[config.mk]
export PLATFORM = sky130hd
export DESIGN_NAME = shift_add_multiplier
export DESIGN_NICKNAME = d
export VERILOG_FILES = /design/src/rtl/shift_add_multiplier.sv
export SDC_FILE = /design/constraint.sdc
export NUM_CORES = 1
export LEC_CHECK = 0
export CORE_ASPECT_RATIO = 0.8
export CORE_MARGIN = 2
export CORE_UTILIZATION = 51
export CTS_CLUSTER_SIZE = 40
export DETAILED_ROUTE_END_ITERATION = 10
export MAX_ROUTING_LAYER = met4
export PLACE_DENSITY = 0.84
export SLEW_MARGIN = 20
export SYNTH_ARGS = -nofsm -noshare
export SYNTH_HDL_FRONTEND = slang
export SYNTH_SLANG_ARGS = --single-unit
[constraint.sdc]
create_clock -name clk -period 5.9 [get_ports clk]
set_input_delay 0.885 -clock clk [delete_from_list [all_inputs] [get_ports clk]]
set_output_delay 0.885 -clock clk [all_outputs]
set_load 0.005 [all_outputs]
[src/rtl/shift_add_multiplier.sv]
// Radix-2 shift-and-add multiplier that borrows an external 32-bit adder:
// one multiplier bit per cycle, the partial product is accumulated through add_sum.
module shift_add_multiplier #(
    parameter int WIDTH      = 16,
    parameter bit EARLY_EXIT = 1'b0
) (
    input  logic                 clk,
    input  logic                 rst_n,
    input  logic                 start,
    input  logic [WIDTH-1:0]     multiplicand,
    input  logic [WIDTH-1:0]     multiplier,
    output logic [31:0]          add_augend,
    output logic [31:0]          add_addend,
    output logic                 add_cin,
    input  logic [31:0]          add_sum,
    input  logic                 add_carry,
    output logic                 busy,
    output logic                 done,
    output logic [2*WIDTH-1:0]   product,
    output logic                 ovf
);

    localparam int CW = $clog2(WIDTH) + 1;

    typedef enum logic [1:0] {IDLE, CALC, DONE} state_t;

    state_t           state;
    state_t           state_next;
    logic [WIDTH-1:0] a_reg;
    logic [WIDTH-1:0] b_reg;
    logic [WIDTH-1:0] b_shift;
    logic [31:0]      acc;
    logic [CW-1:0]    count;
    logic             accept;
    logic             cur_bit;
    logic             last_iter;

    // b_shift exposes the current multiplier bit in bit 0; what remains above it
    // decides whether an early exit is possible.
    always_comb begin
        b_shift   = b_reg >> count;
        cur_bit   = b_shift[0];
        last_iter = (count == CW'(WIDTH - 1)) ||
                    (EARLY_EXIT && ((b_shift >> 1) == '0));
        accept    = start && (state != CALC);
    end

    always_ff @(posedge clk or negedge rst_n) begin
        if (!rst_n) state <= IDLE;
        else        state <= state_next;
    end

    always_comb begin
        state_next = state;
        case (state)
            IDLE:    if (start) state_next = CALC;
            CALC:    if (last_iter) state_next = DONE;
            DONE:    state_next = start ? CALC : IDLE;
            default: state_next = IDLE;
        endcase
    end

    always_comb begin
        busy       = (state == CALC);
        done       = (state == DONE);
        add_cin    = 1'b0;
        add_augend = '0;
        add_addend = '0;
        if (state == CALC) begin
            add_augend = acc;
            if (cur_bit) add_addend = 32'(a_reg) << count;
        end
    end

    always_ff @(posedge clk or negedge rst_n) begin
        if (!rst_n) begin
            a_reg   <= '0;
            b_reg   <= '0;
            acc     <= '0;
            count   <= '0;
            ovf     <= 1'b0;
            product <= '0;
        end else if (accept) begin
            a_reg <= multiplicand;
            b_reg <= multiplier;
            acc   <= '0;
            count <= '0;
            ovf   <= 1'b0;
        end else if (state == CALC) begin
            acc   <= add_sum;
            count <= count + CW'(1);
            ovf   <= ovf | (add_carry & cur_bit);
            if (last_iter) product <= add_sum[2*WIDTH-1:0];
        end
    end

endmodule

**Word-level counts from Yosys, hierarchy flattened**

Index checks and enable logic that the tools add are counted.

- Bits of input ports: 68
- Bits in registers: 104
- Output and inout bits: 100

- $add $sub $neg: 1
- Shift-type cells: 2
- Muxes and demuxes: 13
- Equal/unequal tests: 6
- Bitwise operators: 3
- Reductions and logical operators: 5

Operator list:

| cell | count |
|---|---|
| 32-bit 2-to-1 mux | 5 |
| 16-bit by 5-bit << shifter with 32-bit output | 1 |
| 16-bit by 5-bit >> shifter with 1-bit output | 1 |
| 5-bit 2-to-1 mux | 2 |
| 2-bit one-hot mux with 3 select lines | 1 |
| 5-bit by 1-bit adder with 5-bit output, second input constant | 1 |
| 5-bit by 4-bit == test with 1-bit output, second input constant | 1 |
| 2-bit 2-to-1 mux | 2 |
| 2-bit by 1-bit != test with 1-bit output, second input constant | 2 |
| 1-bit 2-to-1 mux | 3 |
| 3-bit AND reduction | 1 |
| 2-bit by 1-bit == test with 1-bit output, second input constant | 1 |
| 2-bit == test, second input constant | 1 |
| 2-bit logical NOT | 1 |
| 2-bit != test, second input constant | 1 |
| 2-bit AND reduction | 1 |
| 2-bit nonzero test | 1 |
| 1-bit AND | 1 |
| 1-bit logical AND | 1 |
| 1-bit inverter | 1 |
| 1-bit bitwise OR | 1 |

**Depth between registers and ports, before layout**

- Depth in word-level cells: 5
- Depth in mapped cells: 7
- Depth with buffers taken out: 5

**Worst setup path after synthesis**

OpenSTA, ideal clock, no wires.

- Kind: reg2out
- Start: reg count[0]
- End: out add_addend[14]
- Data required time: 5015 ps
- Data arrival time: 1626 ps
- Slack: 3389 ps
- Path buffers: 3
- Cell stages (with the launch flop): 8
- Cells stage by stage: dfrtp_1 buf_6 buf_12 buf_8 nand2b_4 mux2i_2 mux2i_1 a2111oi_2

- Cells in the longest elaborated chain, start to end: 3
- Elaborated cells on any way between the ends: 4
- Classes of those cells: shift (2); mux (2)

Ends and longest elaborated chain:

| what | line | text |
|---|---|---|
| start: declaration | 33 | `logic [CW-1:0] count;` |
| start signal: assignment | 91 | `count <= count + CW'(1);` |
| 16-bit by 5-bit << shifter with 32-bit output or 16-bit by 5-bit >> shifter with 1-bit output (tied branches) | 71, 41 |  |
| 32-bit 2-to-1 mux (*) | 71 | `if (cur_bit) add_addend = 32'(a_reg) << count;` |
| 32-bit 2-to-1 mux (*) | 69 | `if (state == CALC) begin` |
| end: declaration | 13 | `output logic [31:0] add_addend,` |

Mark *: on every way between the ends. The rest lies on a longest branch, timed or not.

**Worst setup path after layout**

- Start: reg count[0]
- End: out add_addend[19]

The elaborated chain is that of the path after synthesis.

==> results by stage <==
Yosys:
- In this run the cell area of the synthesized design comes to 5504 sq um.
- The gate count after technology mapping is 494.
- The synthesized netlist contains 47 unique library cells.
- The number of storage elements in the synthesis netlist is 104.
- The share of synthesized area in the top cell type comes to 0.4728.
- The dominant synthesized flop cell is dfrtp_1.
- The cell type with the highest aggregate area in the netlist is dfrtp_1.
- The share of the Yosys chip area taken by registers is 0.4728.
- Counting instances in the post-synthesis netlist gives the leading cell types as dfrtp_1 (104), nand2_1 (83), mux2_2 (72).
- In the synthesized netlist the async set-or-reset flop fraction comes to 1.000.
- Yosys printed 0 warnings.
- By area the synthesized netlist is led by dfrtp_1 (47%), mux2_2 (15%), nand2_1 (5.7%), and2_1 (3.9%), mux4_2 (3.7%).
- The average cell area after synthesis is 11.14 sq um.
- Counting flops with a built-in enable in the synthesized netlist gives 0.
- The library cell with the highest instance count after synthesis is dfrtp_1.

Drt:
- In this run the remaining antenna-violating nets after routing total 0.
- The routed via count is 4292.
- The routed metal-1 wire length is 5.628 mm.
- The highest metal layer with signal wires is met4.
- The total detailed-routing wirelength is 13.85 mm.
- The routed design uses 1.257 mm of met3 wire.
- The routed design uses 6.634 mm of met2 wire.
- The number of search-and-repair iterations in the first detailed-routing pass is 4.
- The via density per instance is 5.503.
- The number of DRC violations after detailed-routing iteration 0 is 355.
- Dividing the detail-routed wire length by the instance count gives 17.76 microns.
- For this run, design rule violations remaining after detail routing come to 0.

STA:
- The largest clock skew in the final design is 0.008008 ns.
- The final critical-path setup slack is 1.752 ns.
- The final worst-path cycle share is 0.7030.
- Subtracting the final worst setup slack from the clock period gives 4.148 ns.
- The final count of pins violating max slew is 0.
- Setup violations remaining at the end of the flow were counted as 0.
- At the pin with the least slew margin, the transition time is 0.9709 ns.
- Timing would allow up to 241.1 MHz.
- The setup total negative slack is 0 ns.
- Setup repair after global routing left no endpoint under its margin.
- The final-report hold violation count came to 0.
- The max-slew headroom at the worst pin is 0.3487.

Place:
- After detailed placement, the total cell area comes to 7122 sq um.
- Input and output buffers added on the ports amount to 165.
- Once detailed placement completed, the half-perimeter wirelength came to 9.864 mm.
- Routability-driven placement finished with a final weighted congestion of 0.9066.
- The worst slack at placement is 2.019 ns.

Worst setup path:
- The worst setup path is of the reg2out kind.
- In this run the critical register-to-register path is launched from count[0].
- In this run the critical register-to-register path is captured at product[8].
- Setup slack on the worst reg-to-reg path comes out at 3.37 ns.
- At the worst endpoint, the arrival time is 3.26 ns.
- Counting cells, the worst reg-to-reg path comes to 6.
- In this run the worst setup path begins at count[0].
- The required arrival time at the worst endpoint is 5.02 ns.
- Along the worst path, the maximum fanout reaches 19.
- The kind of end point of the critical path is an output pin.
- The critical path startpoint category is a register.

Clocking:
- TritonCTS built the clock tree.
- The worst-case clock buffer depth is 2.
- The number of buffers inserted to repair setup after CTS is 0.
- In this run, post-CTS repair resized a total of 0 instances.
- Buffers inserted during clock tree synthesis total 9.
- The total of hold buffers inserted after clock tree synthesis is 0.
- The post-CTS clock slew at the launch and capture registers of the worst setup and hold paths is 0.07 ns.
- Clock latency on the worst-skew pair, taken at its later pin, is 0.35 ns.
- The total number of H-tree levels is 3.
- The buffer cell driving the clock tree root is clkbuf_16.
- Counting every sink on the clock net gives 104.

Cells and area:
- The fraction of final layout cells sized beyond drive strength 1 is 0.1969.
- The largest registers in the layout are acc: 32 flops, product: 32 flops.
- Relative to the synthesized area, the layout overhead comes to 35.39%.
- The utilization of the core after routing is 0.7191.
- The number of fillers in the final layout is 752.
- The final antenna diode count is 0.
- The net total in the final layout is 705.
- Once layout is done, the placed cells without fillers occupy 7452 sq um.

Pwr:
- The peak supply drop is 0.0002856 V.
- The final total power is 4.418 mW.
- The leakage power total is 3.080 nW.
- For this design the ratio of total power to cell area is 592.8 nW/um^2.

Hold path:
- The min-delay analysis places its worst path in the category in2async.

Floorplan:
- The die footprint is 11640 sq um.
- The number of primary I/O pins is 168.
- Measured along the x axis, the die boundary spans 120.1 microns.
- The core region is 10360 sq um.
- The chip height is 96.92 microns.
- The floorplan has 33 rows.
- The initial core utilization is 0.5311.

GRT:
- The wire length of the first global-routing pass is 22.27 mm.
- The number of antenna violations at the first check in global routing is 0.
- The via count of the first global-routing pass was 4254.
- The maximum number of pins on one net before global-route repair is 104.
- After global routing the overflow that remains totals 0.
- The total global-route track usage is 0.2507.

Outcome:
- The run finished with clean final reports.

Run:
- Across the run, the number of max-cap violations was 0.
[per-stage QoR]
| step | instances | hold slack [ns] |
|---|---|---|
| global route | 780 | 0.4434 |
| CTS | 779 | 0.4230 |
| global placement | 763 | 0.4681 |
| floorplan | 495 | 0.4566 |
| detailed placement | 763 | 0.4756 |
| finish | 780 | 0.4220 |
[where the power goes]
group,switching (mW),total [mW],internal (mW)
sequential,0.332,1.36,1.03
clock,0.278,0.614,0.336
combinational,1.05,2.44,1.39
total,1.66,4.42,2.76
[layer usage]
metal  global-route usage  up-vias
met5                    -        -
met4              0.08326        0
met3              0.07488       26
met2               0.3759      171
met1               0.3275     2081
li1                     -     2014
[critical path, stage by stage, from the launching register on]
cell	delay, ns
dfrtp_1	0.88
buf_4	0.38
mux4_2	0.56
mux2_2	0.30
a22oi_1	0.22
nor3_1	0.09
clkdlybuf4s50_1	0.47
[how the worst max path moves through the flow]
stage | cells after the start | slack [ns] | endpoint
finish | 6 | 1.75 | add_addend[19]
global route | 6 | 1.61 | add_addend[14]
CTS | 6 | 1.61 | add_addend[12]
floorplan | 7 | 3.39 | add_addend[14]
detailed placement | 6 | 2.02 | add_addend[12]
global placement | 6 | 2.07 | add_addend[9]
[final cells by class]
cell class / instances / area, sq um / share of cell area
clock buffers: 10 / 229.0 / 0.03073
repair buffers: 172 / 1714 / 0.2300
multi-input cells: 341 / 2626 / 0.3524
well taps: 140 / 175.2 / 0.02351
clock inverters: 6 / 77.57 / 0.01041
flip-flops and latches: 104 / 2604 / 0.3494
inverters: 7 / 26.28 / 0.003526
[cells by family (layout without fill, tap and decap cells)]
| logic type | Yosys count | count (layout) | synth area share |
|---|---|---|---|
| other cells | 1 | 2 | 0.0006813 |
| buf+inv | 50 | 195 | 0.05114 |
| flops | 104 | 104 | 0.4728 |
| compound gates | 62 | 62 | 0.07843 |
| simple gates | 172 | 172 | 0.1548 |
| mux | 103 | 103 | 0.2376 |
| fa+ha+maj | 2 | 2 | 0.004546 |
[cells in the final DEF (no fill, tap or decap), types with 6 or more instances in the layout]
cell type	netlist	routed
dfrtp_1	104	103
buf_4	2	7
nor3_1	12	12
mux2i_1	16	16
clkdlybuf4s50_1	0	164
clkbuf_16	0	9
nor4_2	6	6
nor2_1	18	18
and2_1	34	34
mux4_2	9	9
o21ai_0	38	38
mux2_2	72	72
nand2_1	83	82
(Power assumes the default switching activity.)
